File: src/rtl/mtr_pkg.sv
// Shared types, constants and the speed-to-duty mapping for the motor drive stage.
package mtr_pkg;

  localparam int PWM_W = 11;

  typedef logic [PWM_W-1:0] duty_t;

  localparam duty_t              MID_DUTY = 11'd1024;
  localparam logic signed [11:0] SPD_SAT  = 12'sd1023;

  // Clamp to +/-SPD_SAT, then offset so that 1024 is zero torque (range 1..2047).
  function automatic duty_t spd_to_duty(input logic signed [11:0] spd);
    logic signed [11:0] sat;
    if (spd > SPD_SAT)
      sat = SPD_SAT;
    else if (spd < -SPD_SAT)
      sat = -SPD_SAT;
    else
      sat = spd;
    return MID_DUTY + sat[PWM_W-1:0];
  endfunction

endpackage

File: src/rtl/pwm_dt.sv
// One motor side: registered high/low-side gate drive with dead time, plus the
// window in which that side's over-current flag is trusted.
module pwm_dt
  import mtr_pkg::*;
#(
  parameter int DEAD  = 32,
  parameter int BLANK = 64
) (
  input  logic  clk,
  input  logic  rst_n,
  input  duty_t cnt,
  input  duty_t duty,
  input  logic  en,
  output logic  pwm1,
  output logic  pwm2,
  output logic  ocq_win
);

  localparam int             QUAL   = DEAD + BLANK;
  localparam duty_t          DEAD_C = DEAD[PWM_W-1:0];
  localparam duty_t          QUAL_C = QUAL[PWM_W-1:0];
  localparam logic [PWM_W:0] DEAD_X = DEAD[PWM_W:0];

  // Low-side start is one bit wider so a late high-side fall pushes it past 2047.
  logic [PWM_W:0] pwm2_start;
  logic           pwm1_nxt;
  logic           pwm2_nxt;

  assign pwm2_start = {1'b0, duty} + DEAD_X;
  assign pwm1_nxt   = en && (cnt >= DEAD_C) && (cnt < duty);
  assign pwm2_nxt   = en && ({1'b0, cnt} >= pwm2_start);
  assign ocq_win    = (cnt >= QUAL_C) && (cnt < duty);

  // NOTE: non-blocking assignments make every flop sample the pre-edge cnt, which
  // is what gives the fixed one-clock lag between the compare and the gate drive.
  always_ff @(posedge clk) begin
    if (!rst_n) begin
      pwm1 <= 1'b0;
      pwm2 <= 1'b0;
    end else begin
      pwm1 <= pwm1_nxt;
      pwm2 <= pwm2_nxt;
    end
  end

endmodule

File: src/rtl/mtr_drv.sv
// Motor drive stage: signed wheel speeds -> dead-time protected H-bridge PWM pairs.
// Define MTR_OVR_I_EN to build the over-current fault counter and shutdown latch.
module mtr_drv
  import mtr_pkg::*;
#(
  parameter int DEAD      = 32,
  parameter int BLANK     = 64,
  parameter int OVR_LIMIT = 8
) (
  input  logic               clk,
  input  logic               rst_n,
  input  logic               en,
  input  logic signed [11:0] lft_spd,
  input  logic signed [11:0] rght_spd,
  input  logic               OVR_I_lft,
  input  logic               OVR_I_rght,
  output logic               lft_PWM1,
  output logic               lft_PWM2,
  output logic               rght_PWM1,
  output logic               rght_PWM2,
  output logic               PWM_synch,
  output logic               ovr_shtdwn
);

  duty_t cnt;
  duty_t duty_lft;
  duty_t duty_rght;
  logic  en_lat;
  logic  prd_end;
  logic  kill;
  logic  drv_en;
  logic  ocq_lft;
  logic  ocq_rght;

  assign prd_end = (cnt == '1);
  assign drv_en  = en_lat && !kill;

  // Duty and enable only move at the period boundary so a pulse is never cut short.
  always_ff @(posedge clk) begin
    if (!rst_n) begin
      cnt       <= '0;
      duty_lft  <= MID_DUTY;
      duty_rght <= MID_DUTY;
      en_lat    <= 1'b0;
      PWM_synch <= 1'b0;
    end else begin
      cnt       <= cnt + 1'b1;
      PWM_synch <= (cnt == '0);
      if (prd_end) begin
        duty_lft  <= spd_to_duty(lft_spd);
        duty_rght <= spd_to_duty(rght_spd);
        en_lat    <= en;
      end
    end
  end

  pwm_dt #(.DEAD(DEAD), .BLANK(BLANK)) u_lft (
    .clk     (clk),
    .rst_n   (rst_n),
    .cnt     (cnt),
    .duty    (duty_lft),
    .en      (drv_en),
    .pwm1    (lft_PWM1),
    .pwm2    (lft_PWM2),
    .ocq_win (ocq_lft)
  );

  pwm_dt #(.DEAD(DEAD), .BLANK(BLANK)) u_rght (
    .clk     (clk),
    .rst_n   (rst_n),
    .cnt     (cnt),
    .duty    (duty_rght),
    .en      (drv_en),
    .pwm1    (rght_PWM1),
    .pwm2    (rght_PWM2),
    .ocq_win (ocq_rght)
  );

`ifdef MTR_OVR_I_EN
  localparam int FLT_W  = $clog2(OVR_LIMIT + 1);
  localparam int LIM_M1 = OVR_LIMIT - 1;

  logic [FLT_W-1:0] flt_cnt;
  logic             prd_flt;
  logic             trip;

  // Trip is known during cnt==2047, so the gate drive is killed on the same edge
  // that sets the latch.
  assign trip = prd_end && prd_flt && (flt_cnt >= LIM_M1[FLT_W-1:0]);
  assign kill = ovr_shtdwn || trip;

  always_ff @(posedge clk) begin
    if (!rst_n) begin
      flt_cnt    <= '0;
      prd_flt    <= 1'b0;
      ovr_shtdwn <= 1'b0;
    end else begin
      if (prd_end) begin
        prd_flt <= 1'b0;
        if (!prd_flt)
          flt_cnt <= '0;
        else if (flt_cnt != OVR_LIMIT[FLT_W-1:0])
          flt_cnt <= flt_cnt + 1'b1;
      end else if ((OVR_I_lft && ocq_lft) || (OVR_I_rght && ocq_rght)) begin
        prd_flt <= 1'b1;
      end
      if (trip)
        ovr_shtdwn <= 1'b1;
    end
  end
`else
  logic unused_ovr;

  assign kill       = 1'b0;
  assign ovr_shtdwn = 1'b0;
  assign unused_ovr = ^{OVR_I_lft, OVR_I_rght, ocq_lft, ocq_rght, OVR_LIMIT[0]};
`endif

endmodule

File: config.mk
export PLATFORM = sky130hd
export DESIGN_NAME = mtr_drv
export DESIGN_NICKNAME = d
export VERILOG_FILES = /design/src/rtl/mtr_pkg.sv /design/src/rtl/pwm_dt.sv /design/src/rtl/mtr_drv.sv
export SDC_FILE = /design/constraint.sdc
export NUM_CORES = 1
export LEC_CHECK = 0
export CAP_MARGIN = 15
export CORE_AREA = 2 2 96 98
export CTS_CLUSTER_SIZE = 14
export DETAILED_ROUTE_END_ITERATION = 7
export DIE_AREA = 0 0 98 100
export SLEW_MARGIN = 20
export SYNTH_ARGS = -nofsm -noshare
export SYNTH_HDL_FRONTEND = slang
export SYNTH_SLANG_ARGS = --single-unit
File: constraint.sdc
create_clock -name clk -period 1.95 [get_ports clk]
set_input_delay 0.39 -clock clk [delete_from_list [all_inputs] [get_ports clk]]
set_output_delay 0.39 -clock clk [all_outputs]
set_load 0.02 [all_outputs]
==> metrics.cfg, run 1 <==
[power_and_ir_drop]
power.density_mw_per_mm2 = 470
internal-power_uw = 1150
power.clock.fraction_pct = 36.0
p_switching_uw = 414
pwr-share-comb_pct = 12.1
peakVddDrop_v = 0.000288
p_sw_share_pct = 26.4
seqPwrFrac_pct = 51.9
power.leakage_uw = 0.00130

[critical_path]
cp-endpoint = u_lft.pwm2$_SDFF_PN0_
r2r_start = duty_lft[5]$_SDFFE_PN0N_
crit_start = duty_lft[5]$_SDFFE_PN0N_
regToRegSetupSlack_ns = 0.12
endpoint_kind = flop
crit_fanout = 4
reg2reg_to = u_lft.pwm2$_SDFF_PN0_
reg2reg_depth = 7
worstPathRequired_ns = 2.16
path_class = flop to flop
arrival_ns = 2.05
start_kind = flop

[place]
io_buffers = 31
placed_area_sq_mm = 0.00318
dp_hpwl_mm = 4.96
gp_congestion = 0.796

[synth]
synth_fa_ha_area_share_pct = 18.4
yosysSeqAreaShare_pct = 30.3
synth_xor_area_share_pct = 4.75
yosysTopAreaCell = dfxtp_1
async_flop_share_pct = 0
ys_seq_elements = 39
synthTopCellsByArea = dfxtp_1 30%, ha_1 18%, a211oi_1 4.9%
synth_compound_area_share_pct = 23.7
yosys_warnings = 0
syn_inst = 300
synth_top_family_by_area = compound AO/OA/AOI/OAI gates
syn_area_per_cell_sq_um = 8.60
syn-cell-area_sq_mm = 0.00258
synth.area.mux_share_pct = 0
yosysTopAreaCellShare_pct = 30.3
synth-edff-count = 0
ys.flop_type = dfxtp_1
syn-num-nets = 367
netlist-cell-type-count = 46
synthSimpleGateAreaFrac_pct = 16.4

[hold_path]
min_path_cells = 1
holdCritPathClass = flop to flop

[timing]
maxSlewViolCount = 0
finalCriticalPeriod_ns = 1.83
hold_violations = 0
rsz0062_at_grt = false
post-route-period-util_pct = 94.1
maxSlewHeadroom_pct = 49.9
timing.fmax_mhz = 545
skew_ns = 0.00420
tightestPinTransition_ns = 0.750
setup_violations = 0
whs_ns = 0.476

[clock_network]
htree_levels = 2
clockRootBuffer = clkbuf_8
cts.sink_count = 39
postCtsHoldBufs = 0
clkLatencyLatePin_ns = 0.29
cts_buffers = 5
clockBufferDepth = 2
cts_tree = yes
path_clk_slew_ns = 0.08

[global_routing]
grt.busiest_layer = met2
grt_pass1_vias = 2242
antenna_found_initial = 0
grt_overflow = 0
grt_max_degree = 29
grt_use_met1_pct = 18.1
grtUsageTotal_pct = 13.2
met3_usage_pct = 2.51
met2_usage_pct = 21.2
grt_pass1_wl_mm = 10.6

[final_layout]
drive_gt1_share_pct = 15.1
final_cell_area_sq_mm = 0.00333
fin_nets = 417
insertedDiodeCount = 0
syn2layout_area_growth_pct = 29.3

[floorplan]
boundaryPins = 35
core_sq_mm = 0.00889
chipWidth_um = 98
die-area_sq_mm = 0.00980
start_util_pct = 29.0
rows = 35
die_h_um = 100

[route]
dr.first_iter.drc_count = 67
via_count = 2329
wl_per_cell_um = 13.6
viasPerCell = 5.04
postRouteWirelength_mm = 6.29
drc = 0
drt-pass1-iter-count = 4
ant_nets = 0

[outcome]
status = completed

[run]
max_cap_viol_count = 0

power groups by stage:
stage / Clock [uW] / Sequential [uW] / Combinational (uW)
2_1_floorplan: 0 / 830 / 79.7
3_3_place_gp: 0 / 831 / 181
3_5_place_dp: 0 / 832 / 183
4_1_cts: 590 / 813 / 185
5_1_grt: 613 / 814 / 208
6_report: 564 / 813 / 189
cells by family (layout without fill, tap and decap cells):
logic type               after synthesis  in the layout
AO/OA/AOI/OAI                         85             85
AND/OR/NAND/NOR                       84             84
other                                  1              1
flip-flops                            39             39
XOR/XNOR                              14             14
adder cells (fa/ha/maj)               38             38
buffers and inverters                 39             90
sequential cells by signal, summed over array words and instances (netlist names):
| name | flops |
|---|---|
| cnt | 11 |
| duty_lft | 11 |
| duty_rght | 11 |
| PWM_synch | 1 |
| drv_en | 1 |
| u_lft.pwm1 | 1 |
| u_lft.pwm2 | 1 |
| u_rght.pwm1 | 1 |
| u_rght.pwm2 | 1 |
area by class of cell:
| class | instances | area, sq um |
|---|---|---|
| fillers | 906 | 5560 |
| multi-input cells | 222 | 1690 |
| well taps | 111 | 139 |
| repair buffers | 56 | 529 |
| clock buffers | 5 | 68.8 |
| flip-flops and latches | 39 | 790 |
| clock inverters | 3 | 20.0 |
| inverters | 26 | 97.6 |
how the worst min path moves through the flow:
| stage | startpoint | to | slack (ns) |
|---|---|---|---|
| after floorplan | cnt[0]$_SDFF_PN0_ | cnt[0]$_SDFF_PN0_ | 0.43 |
| after global placement | duty_lft[2]$_SDFFE_PN0N_ | duty_lft[2]$_SDFFE_PN0N_ | 0.45 |
| after CTS | cnt[0]$_SDFF_PN0_ | cnt[0]$_SDFF_PN0_ | 0.48 |
| after detailed placement | cnt[0]$_SDFF_PN0_ | cnt[0]$_SDFF_PN0_ | 0.46 |
| after global routing | duty_lft[3]$_SDFFE_PN0N_ | duty_lft[3]$_SDFFE_PN0N_ | 0.50 |
| final | cnt[0]$_SDFF_PN0_ | cnt[0]$_SDFF_PN0_ | 0.48 |
routing by layer:
layer | part of all wire [%] | wire length (um)
met5 | 0 | 0
met4 | 1.2 | 73
met3 | 3.1 | 196
met2 | 46 | 2870
met1 | 50 | 3150
critical path, cell delays in order (launching register included):
cell and delay, ns:
dfxtp_2 0.37, ha_2 0.19, nand3_1 0.12, xnor2_1 0.15
ha_1 0.29, nand3_1 0.12, a311o_1 0.30, a211oi_1 0.21
synthesized netlist by cell type, types with 3 or more instances:
cell and number:
o21ai_0 9, inv_1 25, or3_1 3, nor3_1 10
o31ai_1 6, buf_1 3, a21oi_1 13, xor2_1 3
o211ai_1 8, o21a_1 4, xnor2_1 11, clkbuf_1 4
nor2b_1 7, nand2b_1 3, a211oi_1 17, a31oi_1 4
nand3_1 15, and2_1 3, o2111ai_1 5, ha_1 38
o32ai_1 4, nor2_1 15, buf_4 3, a21o_1 4
nand2_1 17, dfxtp_1 39
cell usage in the layout (no fill, tap or decap), types with 9 or more instances in the layout:
cell type / netlist / routed
inv_1: 25 / 25
nor2_1: 15 / 15
nor3_1: 10 / 9
nand2_1: 17 / 17
a21oi_1: 13 / 13
buf_4: 3 / 22
xnor2_1: 11 / 11
nand3_1: 15 / 14
ha_1: 38 / 37
o21ai_0: 9 / 9
a211oi_1: 17 / 15
dfxtp_1: 39 / 32
clkdlybuf4s50_1: 0 / 24
timing repair:
action	CTS	global route
endpoints found under the hold margin	0	0
resized for setup	10	17
pin swaps	4	4
setup buffers	0	0
setup endpoints to repair	4	11
metrics by stage:
step,instances,TNS (ns),util [%],power (uW),worst slack [ns]
final,462,0,37.5,1570,0.115
after global routing,462,0,37.5,1630,0.000123
after CTS,462,0,36.9,1590,0.0184
after detailed placement,454,-3.03,35.7,1010,-0.404
after global placement,454,-3.30,35.7,1010,-0.375
after floorplan,300,0,-,910,0.146
Note: power is estimated with default switching activity, not from simulation.
==> run 2: changes to the inputs <==
--- a/config.mk
+++ b/config.mk
@@ -14,3 +14,4 @@
 export SYNTH_ARGS = -nofsm -noshare
 export SYNTH_HDL_FRONTEND = slang
 export SYNTH_SLANG_ARGS = --single-unit
+export TNS_END_PERCENT = 10
==> constraint.sdc (replaced) <==
create_clock -name clk -period 1.95 [get_ports clk]
set_input_delay 0.2925 -clock clk [delete_from_list [all_inputs] [get_ports clk]]
set_output_delay 0.2925 -clock clk [all_outputs]
set_load 0.02 [all_outputs]
==> run 2 against run 1 <==
Compared with the run above: setup slack got worse by 0.054 ns; clock-buffer cell count increased by 1; clock skew rose by 0.0033 ns; via count is 0.39% lower; sequential share of layout area decreased by 0.15 points; core utilization grew 0.18 points; global-route usage fell by 0.25 points; largest cell class unchanged; highest routed layer unchanged.
==> metrics.cfg, run 2 (same netlist as run 1, synthesis figures left out) <==
[timing]
rsz0062_at_grt = true
fin_tns_setup_ns = 0  ; unchanged
maxSlewHeadroom_pct = 49.3  ; -0.61 points
tightestPinTransition_ns = 0.759  ; +0.00909 ns
timing.fmax_mhz = 530  ; -2.8%
post-route-period-util_pct = 96.8  ; +2.7 points
maxSlewViolCount = 0  ; unchanged
skew_ns = 0.00747  ; +0.00327 ns
finalCriticalPeriod_ns = 1.89  ; +0.0536 ns
hold_violations = 0  ; unchanged
setup_violations = 0  ; unchanged
whs_ns = 0.462  ; -0.0140 ns

[final_layout]
largestRegisters = cnt (11), duty_lft (11), duty_rght (11)
mostFrequentLayoutCells = 37 x ha_1, 33 x dfxtp_1, 30 x clkdlybuf4s50_1
syn2layout_area_growth_pct = 29.9
insertedDiodeCount = 0  ; unchanged
fin_nets = 414  ; -0.72%
layout_commonest_cell = ha_1
drive_gt1_share_pct = 14.7  ; -0.44 points

[power_and_ir_drop]
power.density_mw_per_mm2 = 515  ; +9.5%
seqPwrFrac_pct = 47.0  ; -4.9 points
peakVddDrop_v = 0.000290  ; +0.63%
p_switching_uw = 406  ; -2.0%
p_sw_share_pct = 23.5  ; -2.9 points
power.clock.fraction_pct = 41.8  ; +5.8 points
pwr-share-comb_pct = 11.2  ; -0.9 points
internal-power_uw = 1320  ; +14%
power.leakage_uw = 0.00128  ; -1.5%

[global_routing]
antenna_found_initial = 0  ; unchanged
grt_pass1_wl_mm = 10.3  ; -2.9%
grt_overflow = 0  ; unchanged
grt_pass1_vias = 2096  ; -6.5%
grt_max_degree = 29  ; unchanged
grtUsageTotal_pct = 13.0  ; -0.25 points

[critical_path]
arrival_ns = 2.05  ; about the same
endpoint_kind = flop
r2r_start = duty_lft[5]$_SDFFE_PN0N_
path_class = input port to flop
start_kind = input port
crit_fanout = 8  ; +4
crit_start = lft_spd[9]
worstPathRequired_ns = 2.11  ; -0.05 ns

[route]
viasPerCell = 5.05  ; +0.26%
dr.first_iter.drc_count = 75  ; +12%
via_count = 2320  ; -0.39%
drt-pass1-iter-count = 4  ; unchanged
postRouteWirelength_mm = 6.24  ; -0.81%
drc = 0  ; unchanged
wl_per_cell_um = 13.6  ; -0.16%
ant_nets = 0  ; unchanged

[floorplan]
die_h_um = 100  ; unchanged
start_util_pct = 29.0  ; unchanged
die-area_sq_mm = 0.00980  ; unchanged
boundaryPins = 35  ; unchanged
rows = 35  ; unchanged
chipWidth_um = 98  ; unchanged
core_sq_mm = 0.00889  ; unchanged

[clock_network]
path_clk_slew_ns = 0.08  ; about the same
clockBufferDepth = 2  ; unchanged
cts_tree = yes
cts.sink_count = 39  ; unchanged
htree_levels = 2  ; unchanged
clockRootBuffer = clkbuf_8
cts_setup_buffers = 0  ; unchanged
clkLatencyLatePin_ns = 0.30  ; about the same
cts_buffers = 5  ; unchanged

[place]
dp_hpwl_mm = 4.82  ; -2.9%
io_buffers = 31  ; unchanged
gp_congestion = 0.796  ; about the same

[outcome]
status = completed

[run]
max_cap_viol_count = 0  ; unchanged

[hold_path]
hp-start = lft_spd[8]
holdCritPathClass = input port to flop

[run 2: routing by layer]
layer	vias to the layer above	track usage [%]	share of wire (%)
li1	1208	-	-
met3	6	2.37	2.9
met5	-	0	0
met4	0	3.21	1.1
met2	38	20.8	45
met1	1068	18.2	51
[run 2: worst paths after layout]
check                                           endpoint  slack (ns)  cells after the start
worst max register to register     u_lft.pwm2$_SDFF_PN0_        0.11                      8
worst min-delay path            duty_lft[8]$_SDFFE_PN0N_        0.46                      4
worst max-delay path            duty_lft[3]$_SDFFE_PN0N_        0.06                      6
worst min register to register         cnt[0]$_SDFF_PN0_        0.47                      1
[run 2: layout make-up]
cell class	count	area [sq um]
Clock inverter	2	35.0
Inverter	26	97.6
Fill cell	899	5540
Tap cell	111	139
Clock buffer	6	82.6
Multi-Input combinational cell	222	1700
Timing Repair Buffer	53	507
Sequential cell	39	788
[run 2: repair_timing]
action                                  CTS  global route
gates resized for setup                   0            22
hold buffers                              0             0
endpoints found under the setup margin    0             7
[run 2: per-stage QoR]
| stage | cell area [sq um] | util [%] | total power (uW) | instances | setup slack, ns |
|---|---|---|---|---|---|
| 2_1_floorplan | 2580 | - | 910 | 300 | 0.244 |
| 3_3_place_gp | 3150 | 35.5 | 1010 | 451 | -0.284 |
| 3_5_place_dp | 3150 | 35.5 | 1010 | 451 | -0.296 |
| 4_1_cts | 3270 | 36.8 | 1730 | 459 | 0.0250 |
| 5_1_grt | 3350 | 37.7 | 1790 | 459 | -0.0323 |
| 6_report | 3350 | 37.7 | 1720 | 459 | 0.0617 |
[run 2: critical path: stages]
cell and delay, ns:
clkdlybuf4s50_1 0.43, or4_4 0.53, o41ai_4 0.30, nand2_2 0.18
a211oi_2 0.25, a211oi_1 0.07
[run 2: power groups by stage]
stage | combinational, uW | clock (uW) | sequential (uW)
2_1_floorplan | 79.7 | 0 | 830
3_3_place_gp | 181 | 0 | 829
3_5_place_dp | 182 | 0 | 830
4_1_cts | 184 | 735 | 811
5_1_grt | 212 | 766 | 812
6_report | 192 | 721 | 810
==> run 3: changes to the inputs <==
--- a/config.mk
+++ b/config.mk
@@ -6,10 +6,14 @@
 export NUM_CORES = 1
 export LEC_CHECK = 0
 export CAP_MARGIN = 15
+export CELL_PAD_IN_SITES_DETAIL_PLACEMENT = 0
+export CELL_PAD_IN_SITES_GLOBAL_PLACEMENT = 1
 export CORE_AREA = 2 2 96 98
 export CTS_CLUSTER_SIZE = 14
 export DETAILED_ROUTE_END_ITERATION = 7
 export DIE_AREA = 0 0 98 100
+export PLACE_DENSITY_LB_ADDON = 0.1
+export SETUP_SLACK_MARGIN = 0.1
 export SLEW_MARGIN = 20
 export SYNTH_ARGS = -nofsm -noshare
 export SYNTH_HDL_FRONTEND = slang
==> run 3 against run 2 <==
Compared with the run above: total power shrank 9.5%; highest routed layer unchanged; non-clock buffer count grew 20; sequential share of layout area decreased by 1.5 points; clock-buffer cell count is the same; cell count is 3.9% higher; critical path type is now flop to flop; clock power down 26%; setup slack gained 0.058 ns; global-route usage grew 2.4 points; critical endpoint is now u_lft.pwm2$_SDFF_PN0_.
==> metrics.cfg, run 3 (same netlist as run 1, synthesis figures left out) <==
[final_layout]
fillers = 908  ; +1.0%
fin_nets = 434  ; +4.8%
stdcell_count = 477  ; +3.9%
layout_commonest_cell = buf_4
syn2layout_area_growth_pct = 39.8
mostFrequentLayoutCells = 37 x buf_4, 36 x ha_1, 32 x dfxtp_1
largestRegisters = cnt (11), duty_lft (11), duty_rght (11)
insertedDiodeCount = 0  ; unchanged
drive_gt1_share_pct = 23.8  ; +9.1 points

[power_and_ir_drop]
peakVddDrop_v = 0.000168  ; -42%
p_sw_share_pct = 25.9  ; +2.4 points
pwr-share-comb_pct = 14.5  ; +3.3 points
power.density_mw_per_mm2 = 433  ; -16%
seqPwrFrac_pct = 51.5  ; +4.5 points
finalPower_uw = 1560  ; -9.5%
power.clock.fraction_pct = 34.0  ; -7.8 points
p_switching_uw = 405  ; -0.24%
internal-power_uw = 1160  ; -12%
power.leakage_uw = 0.00142  ; +11%

[timing]
maxSlewHeadroom_pct = 44.8  ; -4.5 points
hold_violations = 0  ; unchanged
maxSlewViolCount = 0  ; unchanged
fin_tns_setup_ns = 0  ; unchanged
post-route-period-util_pct = 93.9  ; -3.0 points
whs_ns = 0.421  ; -0.0408 ns
setup_ws_ns = 0.120  ; +0.0581 ns
timing.fmax_mhz = 546  ; +3.2%
rsz0062_at_grt = true
setup_violations = 0  ; unchanged
finalCriticalPeriod_ns = 1.83  ; -0.0581 ns
tightestPinTransition_ns = 0.826  ; +0.0677 ns
skew_ns = 0.00870  ; +0.00124 ns

[clock_network]
cts_tree = yes
clockRootBuffer = clkbuf_8
clkLatencyLatePin_ns = 0.30  ; about the same
cts_buffers = 5  ; unchanged
cts.sink_count = 39  ; unchanged
htree_levels = 2  ; unchanged
clockBufferDepth = 2  ; unchanged
path_clk_slew_ns = 0.08  ; about the same

[route]
drt-pass1-iter-count = 4  ; unchanged
via_count = 2398  ; +3.4%
drc = 0  ; unchanged
dr.first_iter.drc_count = 87  ; +16%
ant_nets = 0  ; unchanged
wl_per_cell_um = 15.7  ; +16%
viasPerCell = 5.03  ; -0.54%
postRouteWirelength_mm = 7.49  ; +20%

[outcome]
status = completed

[place]
io_buffers = 31  ; unchanged
dp_cells = 466  ; +3.3%
pre_cts_ws_ns = -0.240  ; +0.0552 ns
gp_congestion = 0.812  ; +2.0%
dp_hpwl_mm = 5.62  ; +16%

[hold_path]
holdCritPathClass = input port to flop
hp-start = lft_spd[0]

[global_routing]
antenna_found_initial = 0  ; unchanged
grt_max_degree = 24  ; -17%
grtUsageTotal_pct = 15.4  ; +2.4 points
grt_pass1_wl_mm = 11.8  ; +15%
grt_pass1_vias = 2360  ; +13%
grt_overflow = 0  ; unchanged

[critical_path]
crit_family = compound AO/OA/AOI/OAI gates
r2r_start = duty_lft[5]$_SDFFE_PN0N_
crit_start = duty_lft[5]$_SDFFE_PN0N_
crit_slowest_cell = dfxtp_4
cpPeakStageDelay_ns = 0.39  ; -0.14 ns
worstPathRequired_ns = 2.17  ; +0.06 ns
start_kind = flop
crit_fanout = 4  ; -4
worst-path-buf-inv = 0  ; -1
crit_chain = ha_4 -> nand3_4 -> xnor2_2 -> ha_1 -> nand3_2 -> a311o_1 -> a211oi_2
endpoint_kind = flop
arrival_ns = 2.05  ; about the same
path_class = flop to flop

[floorplan]
rows = 35  ; unchanged
die-area_sq_mm = 0.00980  ; unchanged
chipWidth_um = 98  ; unchanged
boundaryPins = 35  ; unchanged
start_util_pct = 29.0  ; unchanged
die_h_um = 100  ; unchanged
core_sq_mm = 0.00889  ; unchanged

[run]
max_cap_viol_count = 0  ; unchanged

run 3: cell types whose count changed in the layout (fill, tap and decap cells not counted), sizes merged:
cell	delta
dlymetal6s2s	+2
bufinv	-1
clkinv	-1
clkdlybuf4s50	-3
buf	+19
clkbuf	+1
dlygate4sd2	+1
run 3: final timing paths:
kind,end,slack (ns),depth (start not counted)
hold reg to reg,duty_lft[2]$_SDFFE_PN0N_,0.46,2
setup reg to reg,u_lft.pwm2$_SDFF_PN0_,0.12,7
setup / recovery,u_lft.pwm2$_SDFF_PN0_,0.12,7
hold / removal,duty_lft[0]$_SDFFE_PN0N_,0.42,4
run 3: layout make-up:
type                       count  area (sq um)  area share, %
clock buffer                   6          72.6           2.01
inverter                      26          97.6           2.71
tap                          111           139           3.85
sequential                    39           795           22.0
timing repair buffer          73           682           18.9
multi-input combinational    222          1820           50.5
run 3: power by group through the flow:
stage               Sequential [uW]  Combinational, uW  Clock (uW)
finish                          805                226         530
global route                    806                249         588
detailed placement              826                212           0
CTS                             807                221         559
floorplan                       830               79.7           0
global placement                827                212           0
run 3: stage by stage:
step                      utilization [%]  area (sq um)
after floorplan                         -          2580
after global placement               36.7          3270
after detailed placement             36.7          3270
after CTS                            38.1          3390
after global routing                 40.5          3600
final                                40.5          3600
run 3: metal layers:
| metal | GRT usage (%) | vias to the layer above | wire length [um] |
|---|---|---|---|
| met5 | 0 | - | 0 |
| met4 | 3.85 | 0 | 58 |
| met3 | 2.51 | 4 | 159 |
| met2 | 23.9 | 28 | 3230 |
| met1 | 22.3 | 1133 | 4050 |
| li1 | - | 1233 | - |
run 3: tightest hold or removal path, delay by kind of cell:
kind,cells,cell delay [ns]
buf+inv,2,0.23
compound gates,1,0.12
simple gates,1,0.03
run 3: repair_timing:
| action | 4_1_cts | 5_1_grt |
|---|---|---|
| resized for setup | 14 | 38 |
| hold buffers | 0 | 0 |
| setup buffers | 0 | 4 |
| pin swaps | 4 | 15 |
| setup endpoints to repair | 13 | 21 |
| cloned | 0 | 1 |
